File: src/rtl/control_sequencer_if.sv
// Control bundle between the control sequencer and the CPU datapath.
// The datapath exports the IR value, the CON flag and the stop request.
// The sequencer drives every control input of the datapath.
// Modports:
//   master - the sequencer: reads ir/con/stop and drives all control strobes
//   slave  - the datapath: drives ir/con/stop and reads all control strobes
interface control_sequencer_if;
    logic [31:0] ir;
    logic        con;
    logic        stop;

    logic pci, pco, iri, iro, mari, mdri, mdro;
    logic mem_read, mem_write;
    logic hii, hio, loi, loo, ryi, rzhi, rzli, rzho, rzlo;
    logic opi, ipi, ipo, csigno;
    logic gra, grb, grc, rin, rout, baout;
    logic con_in, incpc, run;

    modport master (
        input  ir, con, stop,
        output pci, pco, iri, iro, mari, mdri, mdro, mem_read, mem_write,
               hii, hio, loi, loo, ryi, rzhi, rzli, rzho, rzlo,
               opi, ipi, ipo, csigno, gra, grb, grc, rin, rout, baout,
               con_in, incpc, run
    );

    modport slave (
        output ir, con, stop,
        input  pci, pco, iri, iro, mari, mdri, mdro, mem_read, mem_write,
               hii, hio, loi, loo, ryi, rzhi, rzli, rzho, rzlo,
               opi, ipi, ipo, csigno, gra, grb, grc, rin, rout, baout,
               con_in, incpc, run
    );
endinterface

File: src/rtl/control_sequencer.sv
// Hardwired Moore control unit for the CPU datapath.
// It sequences fetch (F0-F2) and the execute steps T3-T7 of each instruction class.
// Every control strobe is decoded from the current state and the wait counter.
// Ports:
//   clock - rising-edge system clock
//   clear - synchronous active-high reset (to RST)
//   bus   - control_sequencer_if.master: ir/con/stop in, all datapath strobes out
module control_sequencer #(
    parameter int unsigned MEM_WAIT = 1,
    parameter logic [4:0]  HALT_OP  = 5'b11010
) (
    input  logic                   clock,
    input  logic                   clear,
    control_sequencer_if.master    bus
);

    typedef enum logic [3:0] {
        S_RST, S_F0, S_F1, S_F2, S_T3, S_T4, S_T5, S_T6, S_T7, S_HALT
    } state_t;

    typedef enum logic [3:0] {
        C_LD, C_LDI, C_ST, C_ALU, C_IMM, C_MD, C_NEG, C_BR,
        C_JR, C_IN, C_OUT, C_MFHI, C_MFLO, C_NOP, C_HALT
    } cls_t;

    localparam logic [3:0] WAIT_LOAD = 4'(MEM_WAIT - 1);

    // HALT_OP is tested first so a relocated halt opcode overrides its class.
    function automatic cls_t decode_cls(input logic [4:0] op);
        cls_t c;
        if (op == HALT_OP) begin
            c = C_HALT;
        end else begin
            case (op) inside
                5'b00000:             c = C_LD;
                5'b00001:             c = C_LDI;
                5'b00010:             c = C_ST;
                [5'b00011:5'b01010]:  c = C_ALU;
                [5'b01011:5'b01101]:  c = C_IMM;
                [5'b01110:5'b01111]:  c = C_MD;
                [5'b10000:5'b10001]:  c = C_NEG;
                5'b10010:             c = C_BR;
                5'b10011:             c = C_JR;
                5'b10101:             c = C_IN;
                5'b10110:             c = C_OUT;
                5'b10111:             c = C_MFHI;
                5'b11000:             c = C_MFLO;
                default:              c = C_NOP;
            endcase
        end
        return c;
    endfunction

    state_t     r_state;
    logic [3:0] r_wait;
    cls_t       r_cls;

    cls_t       w_cls_ir;
    cls_t       w_cls;
    state_t     w_end;
    logic       w_wait_done;
    logic       w_unused_ir;

    assign w_cls_ir    = decode_cls(bus.ir[31:27]);
    // The IR is only valid from T3 on, so T3 decodes it live and later steps use the latched class.
    assign w_cls       = (r_state == S_T3) ? w_cls_ir : r_cls;
    assign w_end       = bus.stop ? S_HALT : S_F0;
    assign w_wait_done = (r_wait == 4'd0);
    assign w_unused_ir = ^bus.ir[26:0];

    // State register, wait counter and latched instruction class.
    always_ff @(posedge clock) begin
        if (clear) begin
            r_state <= S_RST;
            r_wait  <= 4'd0;
            r_cls   <= C_NOP;
        end else begin
            case (r_state)
                S_RST:  r_state <= S_F0;
                S_F0: begin
                    r_state <= S_F1;
                    r_wait  <= WAIT_LOAD;
                end
                S_F1: begin
                    if (w_wait_done) r_state <= S_F2;
                    else             r_wait  <= r_wait - 4'd1;
                end
                S_F2:   r_state <= S_T3;
                S_T3: begin
                    r_cls <= w_cls_ir;
                    case (w_cls_ir)
                        C_HALT:                                 r_state <= S_HALT;
                        C_JR, C_IN, C_OUT, C_MFHI, C_MFLO, C_NOP: r_state <= w_end;
                        default:                                r_state <= S_T4;
                    endcase
                end
                S_T4: begin
                    if (r_cls == C_NEG) r_state <= w_end;
                    else                r_state <= S_T5;
                end
                S_T5: begin
                    case (r_cls)
                        C_LD, C_ST, C_MD, C_BR: begin
                            r_state <= S_T6;
                            r_wait  <= WAIT_LOAD;
                        end
                        default: r_state <= w_end;
                    endcase
                end
                S_T6: begin
                    case (r_cls)
                        C_LD: begin
                            if (w_wait_done) r_state <= S_T7;
                            else             r_wait  <= r_wait - 4'd1;
                        end
                        C_ST: begin
                            r_state <= S_T7;
                            r_wait  <= WAIT_LOAD;
                        end
                        default: r_state <= w_end;
                    endcase
                end
                S_T7: begin
                    if ((r_cls == C_ST) && !w_wait_done) r_wait  <= r_wait - 4'd1;
                    else                                 r_state <= w_end;
                end
                S_HALT: r_state <= S_HALT;
                default: begin
                    r_state <= S_RST;
                    r_wait  <= 4'd0;
                end
            endcase
        end
    end

    // Moore output decode from state, latched class and wait counter.
    always_comb begin
        bus.pci = 1'b0; bus.pco = 1'b0; bus.iri = 1'b0; bus.iro = 1'b0;
        bus.mari = 1'b0; bus.mdri = 1'b0; bus.mdro = 1'b0;
        bus.mem_read = 1'b0; bus.mem_write = 1'b0;
        bus.hii = 1'b0; bus.hio = 1'b0; bus.loi = 1'b0; bus.loo = 1'b0;
        bus.ryi = 1'b0; bus.rzhi = 1'b0; bus.rzli = 1'b0; bus.rzho = 1'b0; bus.rzlo = 1'b0;
        bus.opi = 1'b0; bus.ipi = 1'b0; bus.ipo = 1'b0; bus.csigno = 1'b0;
        bus.gra = 1'b0; bus.grb = 1'b0; bus.grc = 1'b0;
        bus.rin = 1'b0; bus.rout = 1'b0; bus.baout = 1'b0;
        bus.con_in = 1'b0; bus.incpc = 1'b0;
        bus.run = (r_state != S_RST) && (r_state != S_HALT);
        case (r_state)
            S_F0: begin bus.pco = 1'b1; bus.mari = 1'b1; bus.incpc = 1'b1; end
            S_F1: begin bus.mem_read = 1'b1; bus.mdri = w_wait_done; end
            S_F2: begin bus.mdro = 1'b1; bus.iri = 1'b1; end
            S_T3: begin
                case (w_cls)
                    C_LD, C_LDI, C_ST: begin bus.grb = 1'b1; bus.baout = 1'b1; bus.ryi = 1'b1; end
                    C_ALU, C_IMM:      begin bus.grb = 1'b1; bus.rout = 1'b1; bus.ryi = 1'b1; end
                    C_MD:              begin bus.gra = 1'b1; bus.rout = 1'b1; bus.ryi = 1'b1; end
                    C_NEG:             begin bus.grb = 1'b1; bus.rout = 1'b1; bus.rzli = 1'b1; end
                    C_BR:              begin bus.gra = 1'b1; bus.rout = 1'b1; bus.con_in = 1'b1; end
                    C_JR:              begin bus.gra = 1'b1; bus.rout = 1'b1; bus.pci = 1'b1; end
                    C_IN:              begin bus.ipo = 1'b1; bus.gra = 1'b1; bus.rin = 1'b1; end
                    C_OUT:             begin bus.gra = 1'b1; bus.rout = 1'b1; bus.opi = 1'b1; end
                    C_MFHI:            begin bus.hio = 1'b1; bus.gra = 1'b1; bus.rin = 1'b1; end
                    C_MFLO:            begin bus.loo = 1'b1; bus.gra = 1'b1; bus.rin = 1'b1; end
                    default:           begin end
                endcase
            end
            S_T4: begin
                case (w_cls)
                    C_LD, C_LDI, C_ST, C_IMM, C_BR: begin bus.csigno = 1'b1; bus.rzli = 1'b1; end
                    C_ALU: begin bus.grc = 1'b1; bus.rout = 1'b1; bus.rzli = 1'b1; end
                    C_MD:  begin bus.grb = 1'b1; bus.rout = 1'b1; bus.rzhi = 1'b1; bus.rzli = 1'b1; end
                    C_NEG: begin bus.rzlo = 1'b1; bus.gra = 1'b1; bus.rin = 1'b1; end
                    default: begin end
                endcase
                // Branch T4 is overridden: PC goes to Y ahead of the offset add.
                if (w_cls == C_BR) begin
                    bus.csigno = 1'b0; bus.rzli = 1'b0; bus.pco = 1'b1; bus.ryi = 1'b1;
                end else begin
                    bus.pco = 1'b0;
                end
            end
            S_T5: begin
                case (w_cls)
                    C_LD, C_ST:           begin bus.rzlo = 1'b1; bus.mari = 1'b1; end
                    C_LDI, C_ALU, C_IMM:  begin bus.rzlo = 1'b1; bus.gra = 1'b1; bus.rin = 1'b1; end
                    C_MD:                 begin bus.rzlo = 1'b1; bus.loi = 1'b1; end
                    C_BR:                 begin bus.csigno = 1'b1; bus.rzli = 1'b1; end
                    default:              begin end
                endcase
            end
            S_T6: begin
                case (w_cls)
                    C_LD: begin bus.mem_read = 1'b1; bus.mdri = w_wait_done; end
                    C_ST: begin bus.gra = 1'b1; bus.rout = 1'b1; bus.mdri = 1'b1; end
                    C_MD: begin bus.rzho = 1'b1; bus.hii = 1'b1; end
                    // Branch target reaches the PC only when the condition holds.
                    C_BR: begin bus.rzlo = bus.con; bus.pci = bus.con; end
                    default: begin end
                endcase
            end
            S_T7: begin
                case (w_cls)
                    C_LD: begin bus.mdro = 1'b1; bus.gra = 1'b1; bus.rin = 1'b1; end
                    C_ST: begin bus.mem_write = 1'b1; end
                    default: begin end
                endcase
            end
            default: begin end
        endcase
    end

endmodule

File: src/flat_wrapper.sv
// flat-port wrapper written by rule: the top's interface ports become plain ports
module control_sequencer_flat 
#(
    parameter int unsigned MEM_WAIT = 1,
    parameter logic [4:0]  HALT_OP  = 5'b11010
)
  (clock, clear, bus_ir, bus_con, bus_stop, bus_pci, bus_pco, bus_iri, bus_iro, bus_mari, bus_mdri, bus_mdro, bus_mem_read, bus_mem_write, bus_hii, bus_hio, bus_loi, bus_loo, bus_ryi, bus_rzhi, bus_rzli, bus_rzho, bus_rzlo, bus_opi, bus_ipi, bus_ipo, bus_csigno, bus_gra, bus_grb, bus_grc, bus_rin, bus_rout, bus_baout, bus_con_in, bus_incpc, bus_run);
  control_sequencer_if bus_i ();
  input  logic clock;
  input  logic clear;
  input wire logic [$bits(bus_i.ir)-1:0] bus_ir;
  input wire logic [$bits(bus_i.con)-1:0] bus_con;
  input wire logic [$bits(bus_i.stop)-1:0] bus_stop;
  output wire logic [$bits(bus_i.pci)-1:0] bus_pci;
  output wire logic [$bits(bus_i.pco)-1:0] bus_pco;
  output wire logic [$bits(bus_i.iri)-1:0] bus_iri;
  output wire logic [$bits(bus_i.iro)-1:0] bus_iro;
  output wire logic [$bits(bus_i.mari)-1:0] bus_mari;
  output wire logic [$bits(bus_i.mdri)-1:0] bus_mdri;
  output wire logic [$bits(bus_i.mdro)-1:0] bus_mdro;
  output wire logic [$bits(bus_i.mem_read)-1:0] bus_mem_read;
  output wire logic [$bits(bus_i.mem_write)-1:0] bus_mem_write;
  output wire logic [$bits(bus_i.hii)-1:0] bus_hii;
  output wire logic [$bits(bus_i.hio)-1:0] bus_hio;
  output wire logic [$bits(bus_i.loi)-1:0] bus_loi;
  output wire logic [$bits(bus_i.loo)-1:0] bus_loo;
  output wire logic [$bits(bus_i.ryi)-1:0] bus_ryi;
  output wire logic [$bits(bus_i.rzhi)-1:0] bus_rzhi;
  output wire logic [$bits(bus_i.rzli)-1:0] bus_rzli;
  output wire logic [$bits(bus_i.rzho)-1:0] bus_rzho;
  output wire logic [$bits(bus_i.rzlo)-1:0] bus_rzlo;
  output wire logic [$bits(bus_i.opi)-1:0] bus_opi;
  output wire logic [$bits(bus_i.ipi)-1:0] bus_ipi;
  output wire logic [$bits(bus_i.ipo)-1:0] bus_ipo;
  output wire logic [$bits(bus_i.csigno)-1:0] bus_csigno;
  output wire logic [$bits(bus_i.gra)-1:0] bus_gra;
  output wire logic [$bits(bus_i.grb)-1:0] bus_grb;
  output wire logic [$bits(bus_i.grc)-1:0] bus_grc;
  output wire logic [$bits(bus_i.rin)-1:0] bus_rin;
  output wire logic [$bits(bus_i.rout)-1:0] bus_rout;
  output wire logic [$bits(bus_i.baout)-1:0] bus_baout;
  output wire logic [$bits(bus_i.con_in)-1:0] bus_con_in;
  output wire logic [$bits(bus_i.incpc)-1:0] bus_incpc;
  output wire logic [$bits(bus_i.run)-1:0] bus_run;
  assign bus_i.ir = bus_ir;
  assign bus_i.con = bus_con;
  assign bus_i.stop = bus_stop;
  assign bus_pci = bus_i.pci;
  assign bus_pco = bus_i.pco;
  assign bus_iri = bus_i.iri;
  assign bus_iro = bus_i.iro;
  assign bus_mari = bus_i.mari;
  assign bus_mdri = bus_i.mdri;
  assign bus_mdro = bus_i.mdro;
  assign bus_mem_read = bus_i.mem_read;
  assign bus_mem_write = bus_i.mem_write;
  assign bus_hii = bus_i.hii;
  assign bus_hio = bus_i.hio;
  assign bus_loi = bus_i.loi;
  assign bus_loo = bus_i.loo;
  assign bus_ryi = bus_i.ryi;
  assign bus_rzhi = bus_i.rzhi;
  assign bus_rzli = bus_i.rzli;
  assign bus_rzho = bus_i.rzho;
  assign bus_rzlo = bus_i.rzlo;
  assign bus_opi = bus_i.opi;
  assign bus_ipi = bus_i.ipi;
  assign bus_ipo = bus_i.ipo;
  assign bus_csigno = bus_i.csigno;
  assign bus_gra = bus_i.gra;
  assign bus_grb = bus_i.grb;
  assign bus_grc = bus_i.grc;
  assign bus_rin = bus_i.rin;
  assign bus_rout = bus_i.rout;
  assign bus_baout = bus_i.baout;
  assign bus_con_in = bus_i.con_in;
  assign bus_incpc = bus_i.incpc;
  assign bus_run = bus_i.run;
  control_sequencer #(.MEM_WAIT(MEM_WAIT), .HALT_OP(HALT_OP)) u_core (.clock(clock), .clear(clear), .bus(bus_i));
endmodule
File: config.mk
export PLATFORM = sky130hd
export DESIGN_NAME = control_sequencer_flat
export DESIGN_NICKNAME = d
export VERILOG_FILES = /design/src/rtl/control_sequencer_if.sv /design/src/rtl/control_sequencer.sv /design/src/flat_wrapper.sv
export SDC_FILE = /design/constraint.sdc
export NUM_CORES = 1
export LEC_CHECK = 0
export BUFFER_PORTS_ARGS = -buffer_cell sky130_fd_sc_hd__buf_4
export CORE_MARGIN = 2
export CORE_UTILIZATION = 40
export DETAILED_ROUTE_END_ITERATION = 10
export MAX_ROUTING_LAYER = met4
export PLACE_DENSITY = 0.65
export SLEW_MARGIN = 20
export SYNTH_ARGS = -nofsm -noshare
export SYNTH_HDL_FRONTEND = slang
export SYNTH_SLANG_ARGS = --single-unit
export TNS_END_PERCENT = 30
File: constraint.sdc
create_clock -name clock -period 2.2 [get_ports clock]
set_input_delay 0 -clock clock [delete_from_list [all_inputs] [get_ports clock]]
set_output_delay 0 -clock clock [all_outputs]
set_load 0.05 [all_outputs]
# Yosys cells after proc, flatten, opt, wreduce, memory -nomap -nowiden

Cells that the tools add are included.

Flip-flop bits (word level): 12
Output and inout port bits: 31
Logic and storage cells: 172

Reductions and logical operators: 29
Muxes and demuxes: 82
Magnitude comparators: 8
Bitwise logic cells: 1
Eq/ne operators: 48
Add/subtract/negate cells: 1

Operators by type and width:

| cell               | number |
|---|---|
| $mux 4             | 23 |
| $eq 4x4->1 const B | 14 |
| $eq 4x3->1 const B | 11 |
| $pmux 4 s10        | 1 |
| $mux 1             | 39 |
| $eq 5x5->1 const B | 7 |
| $pmux 4 s2         | 3 |
| $reduce_or 7->1    | 3 |
| $eq 4x2->1 const B | 5 |
| $pmux 1 s2         | 10 |
| $pmux 4 s5         | 1 |
| $reduce_or 6->1    | 3 |
| $logic_not 4->1    | 4 |
| $le 5x4->1 const B | 3 |
| $ge 5x4->1 const B | 2 |
| $reduce_or 5->1    | 2 |
| $pmux 1 s3         | 3 |
| $reduce_or 3->1    | 3 |
| $eq 4x1->1 const B | 2 |
| $logic_and 1x1->1  | 6 |
| $ne 3x2->1 const B | 2 |
| $eq 5x1->1 const B | 1 |
| $eq 5x2->1 const B | 1 |
| $ge 5x2->1 const B | 1 |
| other kinds (16)   | 19 |

# Logic depth before layout (Yosys ltp)

Gate-level depths: netlist of the first run.

Depth in word-level cells: 21
Gate-level depth with buffers: 9

# Least setup slack after synthesis of the first run

OpenSTA, ideal clock, no wires.

Kind: register -> output
Start point: register u_core.r_state[1]
End point: output port bus_mari
Stages on the path, launching flop included: 6
Buffers on the path: 1
Path slack: -0.638 ns
Arrival: 2.838 ns
Cells stage by stage: dfxtp_1 or4b_1 buf_2 nand2_1 o21ai_1 o41ai_1

Longest elaborated chain between the ends: 6
Elaborated cells between the ends (all ways): 9
Classes of those cells: 4 x eq/ne; 3 x mux; 2 x reduce/logical

RTL lines:

| what                                                 | line                     | source |
|---|---|---|
| from (decl)                                          | control_sequencer.sv:54  | `state_t r_state;` |
| from (signal assigned)                               | control_sequencer.sv:93  | `C_JR, C_IN, C_OUT, C_MFHI, C_MFLO, C_NOP: r_state <= w_end;` |
| from (signal assigned)                               | control_sequencer.sv:98  | `if (r_cls == C_NEG) r_state <= w_end;` |
| from (signal assigned)                               | control_sequencer.sv:107 | `default: r_state <= w_end;` |
| $eq 4x3->1                                           | control_sequencer.sv:66  | `assign w_cls = (r_state == S_T3) ? w_cls_ir : r_cls;` |
| $mux 4                                               | control_sequencer.sv:66  |  |
| $eq 4x2->1 / $logic_not 4->1 (equally long branches) | control_sequencer.sv:183 | `case (w_cls)` |
| $reduce_or 2->1                                      | -                        |  |
| $mux 1                                               | control_sequencer.sv:183 |  |
| $pmux 1 s2 *                                         | control_sequencer.sv:148 | `case (r_state)` |
| to (decl)                                            | flat_wrapper.sv:18       | `output wire logic [$bits(bus_i.mari)-1:0] bus_mari;` |

Every way passes the cells marked *; elsewhere a longest branch is shown, timed or not.

# Worst setup path after layout of the first run

Start point: register u_core.r_state[0]
End point: output port bus_mdro

Longest elaborated chain between the ends: 5
Elaborated cells between the ends (all ways): 7
Classes of those cells: 3 x eq/ne; 3 x mux; 1 x reduce/logical

RTL lines:

| what            | line                     | source |
|---|---|---|
| $eq 4x3->1      | control_sequencer.sv:66  |  |
| $mux 4          | control_sequencer.sv:66  |  |
| $logic_not 4->1 | control_sequencer.sv:202 | `case (w_cls)` |
| $mux 1          | control_sequencer.sv:202 |  |
| $pmux 1 s2 *    | control_sequencer.sv:148 |  |
| to (decl)       | flat_wrapper.sv:20       | `output wire logic [$bits(bus_i.mdro)-1:0] bus_mdro;` |

Marks and branches as above.

==> impl_metrics.env, run 1 <==
export IMPL_status="completed"
export IMPL_clock_skew_ps=3.77
export IMPL_max_stage_delay_ps=590
export IMPL_grt_pass1_wl_um=8290
export IMPL_drive_gt1_share_pct=24.5
export IMPL_die_area_mm2=0.00457
export IMPL_power_leakage_nw=0.898
export IMPL_routed_wl_met2_um=2220
export IMPL_initial_core_util_pct=41.0
export IMPL_drtPass1Iterations=4
export IMPL_cts_setup_buffers=0
export IMPL_row_count=23
export IMPL_yosys_warnings=0
export IMPL_netlist_instances=243
export IMPL_synth_edf_count=0
export IMPL_via_count=1919
export IMPL_routed_top_layer="met4"
export IMPL_place_congestion=0.931
export IMPL_yosysSeqAreaShare_pct=14.9
export IMPL_wl_per_cell_um=15.5
export IMPL_clockBufferDepth=2
export IMPL_cp_data_required_time_ps=2200
export IMPL_cts_buffers=3
export IMPL_wirelength_um=5080
export IMPL_seq_area_um2=240
export IMPL_pwr_density_cell_mw_per_mm2=742
export IMPL_syn_area_mm2=0.00162
export IMPL_finalCritPeriodShare_pct=96.4
export IMPL_ys_ff_latch=12
export IMPL_drv_cap=0
export IMPL_drc_errors=0
export IMPL_h_tree_depth=1
export IMPL_pre_cts_ws_ps=184
export IMPL_synth_top_area_share_pct=14.9
export IMPL_antenna_found_initial=0
export IMPL_io_pin_count=67
export IMPL_grt_max_degree=18
export IMPL_synth_area_leaders="dfxtp_1, nor2_1, nand2b_1"
export IMPL_worst_pin_slew_ps=582
export IMPL_clockRootBuffer="clkbuf_8"
export IMPL_crit_chain="or4b_4 -> buf_12 -> nand2_1 -> o21ai_2 -> nand2b_1 -> o22ai_1 -> buf_4"
export IMPL_ant_nets=0
export IMPL_timing_slew_headroom_pct=61.2
export IMPL_cp_slowest_cell="or4b_4"
export IMPL_setup_viol=0
export IMPL_core_mm2=0.00394
export IMPL_wl_met3_um=323
export IMPL_hp_class="input pin to flip-flop"
export IMPL_cts_tree="done"
export IMPL_grt_overflow_total=0
export IMPL_dpl_cell_area_mm2=0.00196
export IMPL_clock_latency_ps=240
export IMPL_cp_max_fo=16
export IMPL_fill_cells=383
export IMPL_grt_usage_pct=24.3
export IMPL_post_dp_hpwl_um=3870
export IMPL_nets=316
export IMPL_multi_input_area_mm2=0.00128
export IMPL_synthMostInstantiatedCell="nor2_1"
export IMPL_end_kind="output pin"
export IMPL_syn_area_per_cell_um2=6.65
export IMPL_synth_ff_type="dfxtp_1"
export IMPL_die_x_um=67.6
export IMPL_max_freq_mhz=472
export IMPL_yosysTopAreaCell="dfxtp_1"
export IMPL_clk_pin_slew_worst_paths_ps=60
export IMPL_crit_arrival_ps=2120
export IMPL_via_per_inst=5.85
export IMPL_grt_pass1_vias=1666
export IMPL_hold_violations=0
export IMPL_die_h_um=67.6
export IMPL_place_port_buffers=37
export IMPL_syn2layout_area_growth_pct=28.8
export IMPL_vdd_drop_max_uv=286
export IMPL_setup_tns_ps=0
export IMPL_synthArstFlopShare_pct=0
export IMPL_clock_sinks=12
export IMPL_hold_slack_ps=186
export IMPL_synthDistinctLibCells=58
export IMPL_stdcell_area_mm2=0.00208
export IMPL_layout_min_cycle_time_ps=2120
export IMPL_worst_slack_ps=80.0
export IMPL_rsz0062_at_grt="true"
export IMPL_antenna_cells=0
export IMPL_startpoint_type="flip-flop"
export IMPL_power_mw=1.54
export IMPL_synthTopCellsByCount="nor2_1, nand2_1, a21oi_1, nand2b_1, o21ai_0"
export IMPL_drv_slew=0
export IMPL_wl_met1_um=2450
export IMPL_criticalPathCategory="flip-flop to output pin"
export IMPL_dr_first_iter_drc_count=113
==> metrics by stage <==
| stage | cells | util (%) |
|---|---|---|
| 2_1_floorplan | 244 | - |
| 3_3_place_gp | 323 | 49.7 |
| 3_5_place_dp | 323 | 49.7 |
| 4_1_cts | 328 | 51.7 |
| 5_1_grt | 328 | 52.8 |
| 6_report | 328 | 52.8 |
==> cells by family after synthesis <==
kind of cell             Yosys count  synth area share (%)
other                              1                 0.232
buffers and inverters             29                  8.44
XOR/XNOR                           5                  2.71
AO/OA/AOI/OAI                     77                  33.3
flip-flops                        12                  14.9
adder cells (fa/ha/maj)            1                 0.774
AND/OR/NAND/NOR                  118                  39.7
==> area by class of cell <==
class	count	area share (%)
clock buffers	4	2.64
repair buffers	51	19.8
flip-flops and latches	12	11.5
inverters	8	1.44
multi-input cells	203	61.5
well taps	50	3.00
==> cell usage in the layout, fill, tap and decap left out, types with 3 or more instances in the layout <==
cell type   n
buf_4      45
nor2_1     33
nand2_1    19
a21oi_1    15
nand2b_1   14
o21ai_0    12
dfxtp_1    12
nor3_1      9
nand3_1     8
inv_1       8
or3_1       6
and3_1      5
a211o_1     5
nor2b_1     5
o211ai_1    4
a211oi_1    4
a21o_1      4
clkbuf_8    4
buf_6       4
nor3b_1     3
nand4_1     3
xnor2_1     3
o21ai_1     3
a31oi_1     3
==> power by group <==
part	switching, mW	total (mW)	internal, mW	leakage [nW]
logic	0.641	0.992	0.351	0.771
registers	0.0462	0.308	0.262	0.0979
clock network	0.0870	0.245	0.158	0.0288
==> registers in the layout, summed over array words and instances, names as in the netlist <==
name / cells
u_core.r_state: 4
u_core.r_cls: 4
u_core.r_wait: 4
==> layer usage <==
| metal | track usage, % | vias to the layer above |
|---|---|---|
| met5 | - | - |
| met4 | 4.59 | 0 |
| met3 | 3.83 | 8 |
| met2 | 34.2 | 77 |
| met1 | 36.1 | 876 |
| li1 | - | 958 |
==> critical path: cells and delay by family (launching register included) <==
family / cells / cell delay [ps]
DFF: 1 / 310
AOI/OAI and AO/OA: 2 / 270
and+or+nand+nor: 3 / 890
buffers and inverters: 2 / 410
==> repair_timing <==
| item | CTS | global route |
|---|---|---|
| pin swaps | 0 | 3 |
| endpoints found under the setup margin | 8 | 8 |
| endpoints found under the hold margin | 4 | 0 |
| gates resized for setup | 4 | 9 |
| hold buffers | 1 | 0 |
==> final timing paths <==
check                                       start                end  slack (ps)  cells after the start
worst max register to register  u_core.r_state[3]   u_core.r_wait[0]         270                      7
worst min-delay path                     bus_stop  u_core.r_state[3]         190                      3
worst min register to register   u_core.r_wait[3]   u_core.r_wait[3]         520                      2
worst max-delay path            u_core.r_state[0]           bus_mdro          80                      7
No activity file was read; power rests on OpenSTA's default activity.
==> run 2, diff against run 1 <==
Settings changed: CTS_BUF_LIST from default to sky130_fd_sc_hd__clkbuf_16.
==> impl_metrics.env, run 2 (synthesis gave the netlist of run 1 again) <==
export IMPL_core_mm2=0.00394
export IMPL_via_count=1934
export IMPL_ant_nets=0
export IMPL_status="completed"
export IMPL_rr_worst_depth=7
export IMPL_setup_viol=0
export IMPL_die_h_um=67.6
export IMPL_instances_no_fill=328
export IMPL_vdd_drop_max_uv=313
export IMPL_grt_pass1_wl_um=8320
export IMPL_crit_arrival_ps=2150
export IMPL_row_count=23
export IMPL_pwr_density_cell_mw_per_mm2=780
export IMPL_hold_slack_ps=186
export IMPL_drtPass1Iterations=5
export IMPL_worst_pin_slew_ps=564
export IMPL_timing_slew_headroom_pct=62.4
export IMPL_min_from="bus_stop"
export IMPL_clock_sinks=12
export IMPL_antenna_found_initial=0
export IMPL_final_common_cell="buf_4"
export IMPL_post_route_util_pct=53.4
export IMPL_place_port_buffers=37
export IMPL_power_mw=1.64
export IMPL_final_cell_mix="buf_4, nor2_1, nand2_1"
export IMPL_clockRootBuffer="clkbuf_16"
export IMPL_dr_first_iter_drc_count=131
export IMPL_drc_errors=0
export IMPL_via_per_inst=5.90
export IMPL_drv_slew=0
export IMPL_post_dp_hpwl_um=3870
export IMPL_grt_usage_pct=24.6
export IMPL_drive_gt1_share_pct=24.1
export IMPL_cts_tree="done"
export IMPL_cp_max_fo=16
export IMPL_criticalPathCategory="flip-flop to output pin"
export IMPL_max_freq_mhz=466
export IMPL_rsz0062_at_grt="true"
export IMPL_antenna_cells=0
export IMPL_grt_overflow_total=0
export IMPL_power_leakage_nw=0.908
export IMPL_clock_skew_ps=1.08
export IMPL_r2r_end="u_core.r_wait[0]"
export IMPL_setup_tns_ps=0
export IMPL_layout_min_cycle_time_ps=2150
export IMPL_finalCritPeriodShare_pct=97.6
export IMPL_r2r_start="u_core.r_state[3]"
export IMPL_hold_violations=0
export IMPL_dpl_cell_area_mm2=0.00196
export IMPL_wl_per_cell_um=15.8
export IMPL_die_x_um=67.6
export IMPL_grt_max_degree=18
export IMPL_io_pin_count=67
export IMPL_wirelength_um=5190
export IMPL_cp_data_required_time_ps=2200
export IMPL_die_area_mm2=0.00457
export IMPL_hp_class="input pin to flip-flop"
export IMPL_dp_cells=323
export IMPL_largest_registers="u_core.r_cls: 4 flops, u_core.r_state: 4 flops, u_core.r_wait: 4 flops"
export IMPL_clk_pin_slew_worst_paths_ps=40
export IMPL_place_congestion=0.931
export IMPL_drv_cap=0
export IMPL_stdcell_area_mm2=0.00211
export IMPL_end_kind="output pin"
export IMPL_clockBufferDepth=2
export IMPL_initial_core_util_pct=41.0
export IMPL_grt_pass1_vias=1661
export IMPL_h_tree_depth=1
export IMPL_clock_latency_ps=240
export IMPL_min_to="u_core.r_state[3]"
export IMPL_startpoint_type="flip-flop"
export IMPL_min_path_cells=3
export IMPL_worst_slack_ps=53.3
export IMPL_syn2layout_area_growth_pct=30.3
export IMPL_pre_cts_ws_ps=184
export IMPL_cts_buffers=3
export IMPL_nets=316
export IMPL_worst_r2r_setup_slack_ps=250
## run 2: worst max-delay path by stage
stage                            startpoint         end  slack (ps)  depth (start not counted)
final                     u_core.r_state[0]  bus_csigno          50                          6
after global routing      u_core.r_state[0]     bus_pci         -10                          7
after CTS                 u_core.r_state[1]  bus_csigno          30                          6
after detailed placement  u_core.r_state[1]  bus_csigno         180                          6
after global placement    u_core.r_state[1]  bus_csigno         160                          6
after floorplan           u_core.r_state[1]    bus_rout        -270                          5
## run 2: per-layer routing
| metal | up-vias | GRT usage, % | wire [um] |
|---|---|---|---|
| met3 | 8 | 3.00 | 340 |
| met5 | - | - | 0 |
| li1 | 960 | - | - |
| met1 | 872 | 36.1 | 2460 |
| met2 | 94 | 34.6 | 2290 |
| met4 | 0 | 7.65 | 99 |
## run 2: layout make-up
type                    count  area (um^2)
clock buffers               3         75.1
clock inverters             1         3.75
fillers                   385         1840
inverters                   8         30.0
multi-input cells         203         1280
flip-flops and latches     12          240
well taps                  50         62.6
repair buffers             51          413
## run 2: timing repair
action                                  in CTS  in global routing
pin swaps                                    0                  2
endpoints found under the hold margin        3                  0
endpoints found under the setup margin       5                  8
hold buffers                                 1                  0
resized for setup                            4                  9
cloned                                       0                  0
setup buffers                                0                  0
## run 2: critical path: stages, from the launching register on
cell and delay [ps]:
dfxtp_1 300, or4b_4 590, buf_12 180, o21a_4 220, nor2b_1 140, a211o_1 310
buf_6 160
## run 2: power by group
part	leakage [nW]	total, mW	switching [mW]	internal (mW)
combinational	0.771	0.992	0.642	0.351
clock	0.0385	0.340	0.0999	0.240
sequential	0.0979	0.309	0.0472	0.262
total	0.908	1.64	0.789	0.853
==> run 3, diff against run 2 <==
--- a/constraint.sdc
+++ b/constraint.sdc
@@ -3,2 +3,2 @@
 set_output_delay 0 -clock clock [all_outputs]
-set_load 0.05 [all_outputs]
+set_load 0.02 [all_outputs]
==> impl_metrics.env, run 3 (synthesis gave the netlist of run 1 again) <==
export IMPL_setup_tns_ps=0
export IMPL_clockRootBuffer="clkbuf_16"
export IMPL_drc_errors=0
export IMPL_die_area_mm2=0.00457
export IMPL_wirelength_um=4920
export IMPL_dr_first_iter_drc_count=88
export IMPL_clk_pin_slew_worst_paths_ps=40
export IMPL_startpoint_type="flip-flop"
export IMPL_end_kind="output pin"
export IMPL_status="completed"
export IMPL_internal_power_mw=0.833
export IMPL_clock_skew_ps=1.84
export IMPL_power_mw=1.47
export IMPL_drive_gt1_share_pct=22.6
export IMPL_cts_tree="done"
export IMPL_die_h_um=67.6
export IMPL_cts_buffers=3
export IMPL_drtPass1Iterations=4
export IMPL_die_x_um=67.6
export IMPL_crit_arrival_ps=2100
export IMPL_switching_share_pct=43.3
export IMPL_grt_overflow_total=0
export IMPL_antenna_cells=0
export IMPL_power_leakage_nw=0.880
export IMPL_max_freq_mhz=476
export IMPL_seq_power_share_pct=21.2
export IMPL_via_per_inst=5.91
export IMPL_place_congestion=0.922
export IMPL_grt_usage_pct=23.4
export IMPL_initial_core_util_pct=41.0
export IMPL_grt_pass1_wl_um=8100
export IMPL_io_pin_count=67
export IMPL_criticalPathCategory="flip-flop to output pin"
export IMPL_core_mm2=0.00394
export IMPL_switching_power_mw=0.636
export IMPL_grt_pass1_vias=1636
export IMPL_clock_latency_ps=240
export IMPL_hold_violations=0
export IMPL_row_count=23
export IMPL_finalCritPeriodShare_pct=95.5
export IMPL_vdd_drop_max_uv=443
export IMPL_rsz0062_at_grt="false"
export IMPL_h_tree_depth=1
export IMPL_ant_nets=0
export IMPL_antenna_found_initial=0
export IMPL_syn2layout_area_growth_pct=26.6
export IMPL_final_cell_mix="buf_4, nor2_1, nand2_1"
export IMPL_final_common_cell="buf_4"
export IMPL_hold_slack_ps=7.81
export IMPL_drv_slew=0
export IMPL_pwr_density_cell_mw_per_mm2=718
export IMPL_grt_max_degree=18
export IMPL_cp_data_required_time_ps=2200
export IMPL_cp_max_fo=17
export IMPL_setup_viol=0
export IMPL_wl_per_cell_um=15.2
export IMPL_largest_registers="u_core.r_cls: 4 flops, u_core.r_state: 4 flops, u_core.r_wait: 4 flops"
export IMPL_p_clk_share_pct=22.3
export IMPL_hp_class="input pin to flip-flop"
export IMPL_clockBufferDepth=2
export IMPL_layout_min_cycle_time_ps=2100
export IMPL_post_dp_hpwl_um=3750
export IMPL_combPwrFrac_pct=56.4
export IMPL_place_port_buffers=37
export IMPL_nets=312
export IMPL_drv_cap=0
export IMPL_clock_sinks=12
export IMPL_via_count=1915
## run 3: worst max-delay path: stages (launching register included)
cell     delay, ps
dfxtp_1        310
or4b_4         540
buf_8          170
o21a_1         230
nor2b_1        160
a211o_1        290
buf_4          150
## run 3: power groups by stage
stage | Combinational [mW] | Sequential [mW] | Clock, mW
2_1_floorplan | 0.585 | 0.299 | 0
3_3_place_gp | 0.798 | 0.311 | 0
3_5_place_dp | 0.800 | 0.311 | 0
4_1_cts | 0.805 | 0.307 | 0.334
5_1_grt | 0.917 | 0.316 | 0.345
6_report | 0.829 | 0.312 | 0.328
## run 3: final cells by class
type | instances | area, um^2
tap | 50 | 62.6
clock inverter | 1 | 3.75
timing repair buffer | 47 | 360
fill | 387 | 1900
sequential | 12 | 240
inverter | 8 | 30.0
clock buffer | 3 | 75.1
multi-input combinational | 203 | 1270
## run 3: through the flow
step                      std cells  utilization [%]  cell area, um^2  setup slack (ps)
after floorplan                 244                -             1620               234
after global placement          320             48.9             1930               297
after detailed placement        320             48.9             1930               294
after CTS                       324             50.9             2010              80.4
after global routing            324             51.9             2050             0.970
final                           324             51.9             2050              99.1
## run 3: path summary, 6_finish.rpt
| check | startpoint | end | slack [ps] | cells after the start |
|---|---|---|---|---|
| setup / recovery | u_core.r_state[1] | bus_csigno | 100 | 6 |
| hold / removal | clear | u_core.r_wait[1] | 8 | 2 |
| setup reg to reg | u_core.r_state[3] | u_core.r_wait[0] | 250 | 7 |
| hold reg to reg | u_core.r_wait[3] | u_core.r_wait[3] | 530 | 2 |
## run 3: layer usage
layer | vias to the layer above | track usage (%) | wire (um)
met4 | 0 | 2.55 | 56
met1 | 863 | 33.7 | 2380
li1 | 949 | - | -
met2 | 96 | 34.6 | 2130
met3 | 7 | 4.67 | 345
met5 | - | - | 0
## run 3: what timing repair did
action | 4_1_cts | 5_1_grt
setup endpoints to repair | 0 | 9
resized for setup | 0 | 7
hold buffers | 0 | 0
setup buffers | 0 | 0
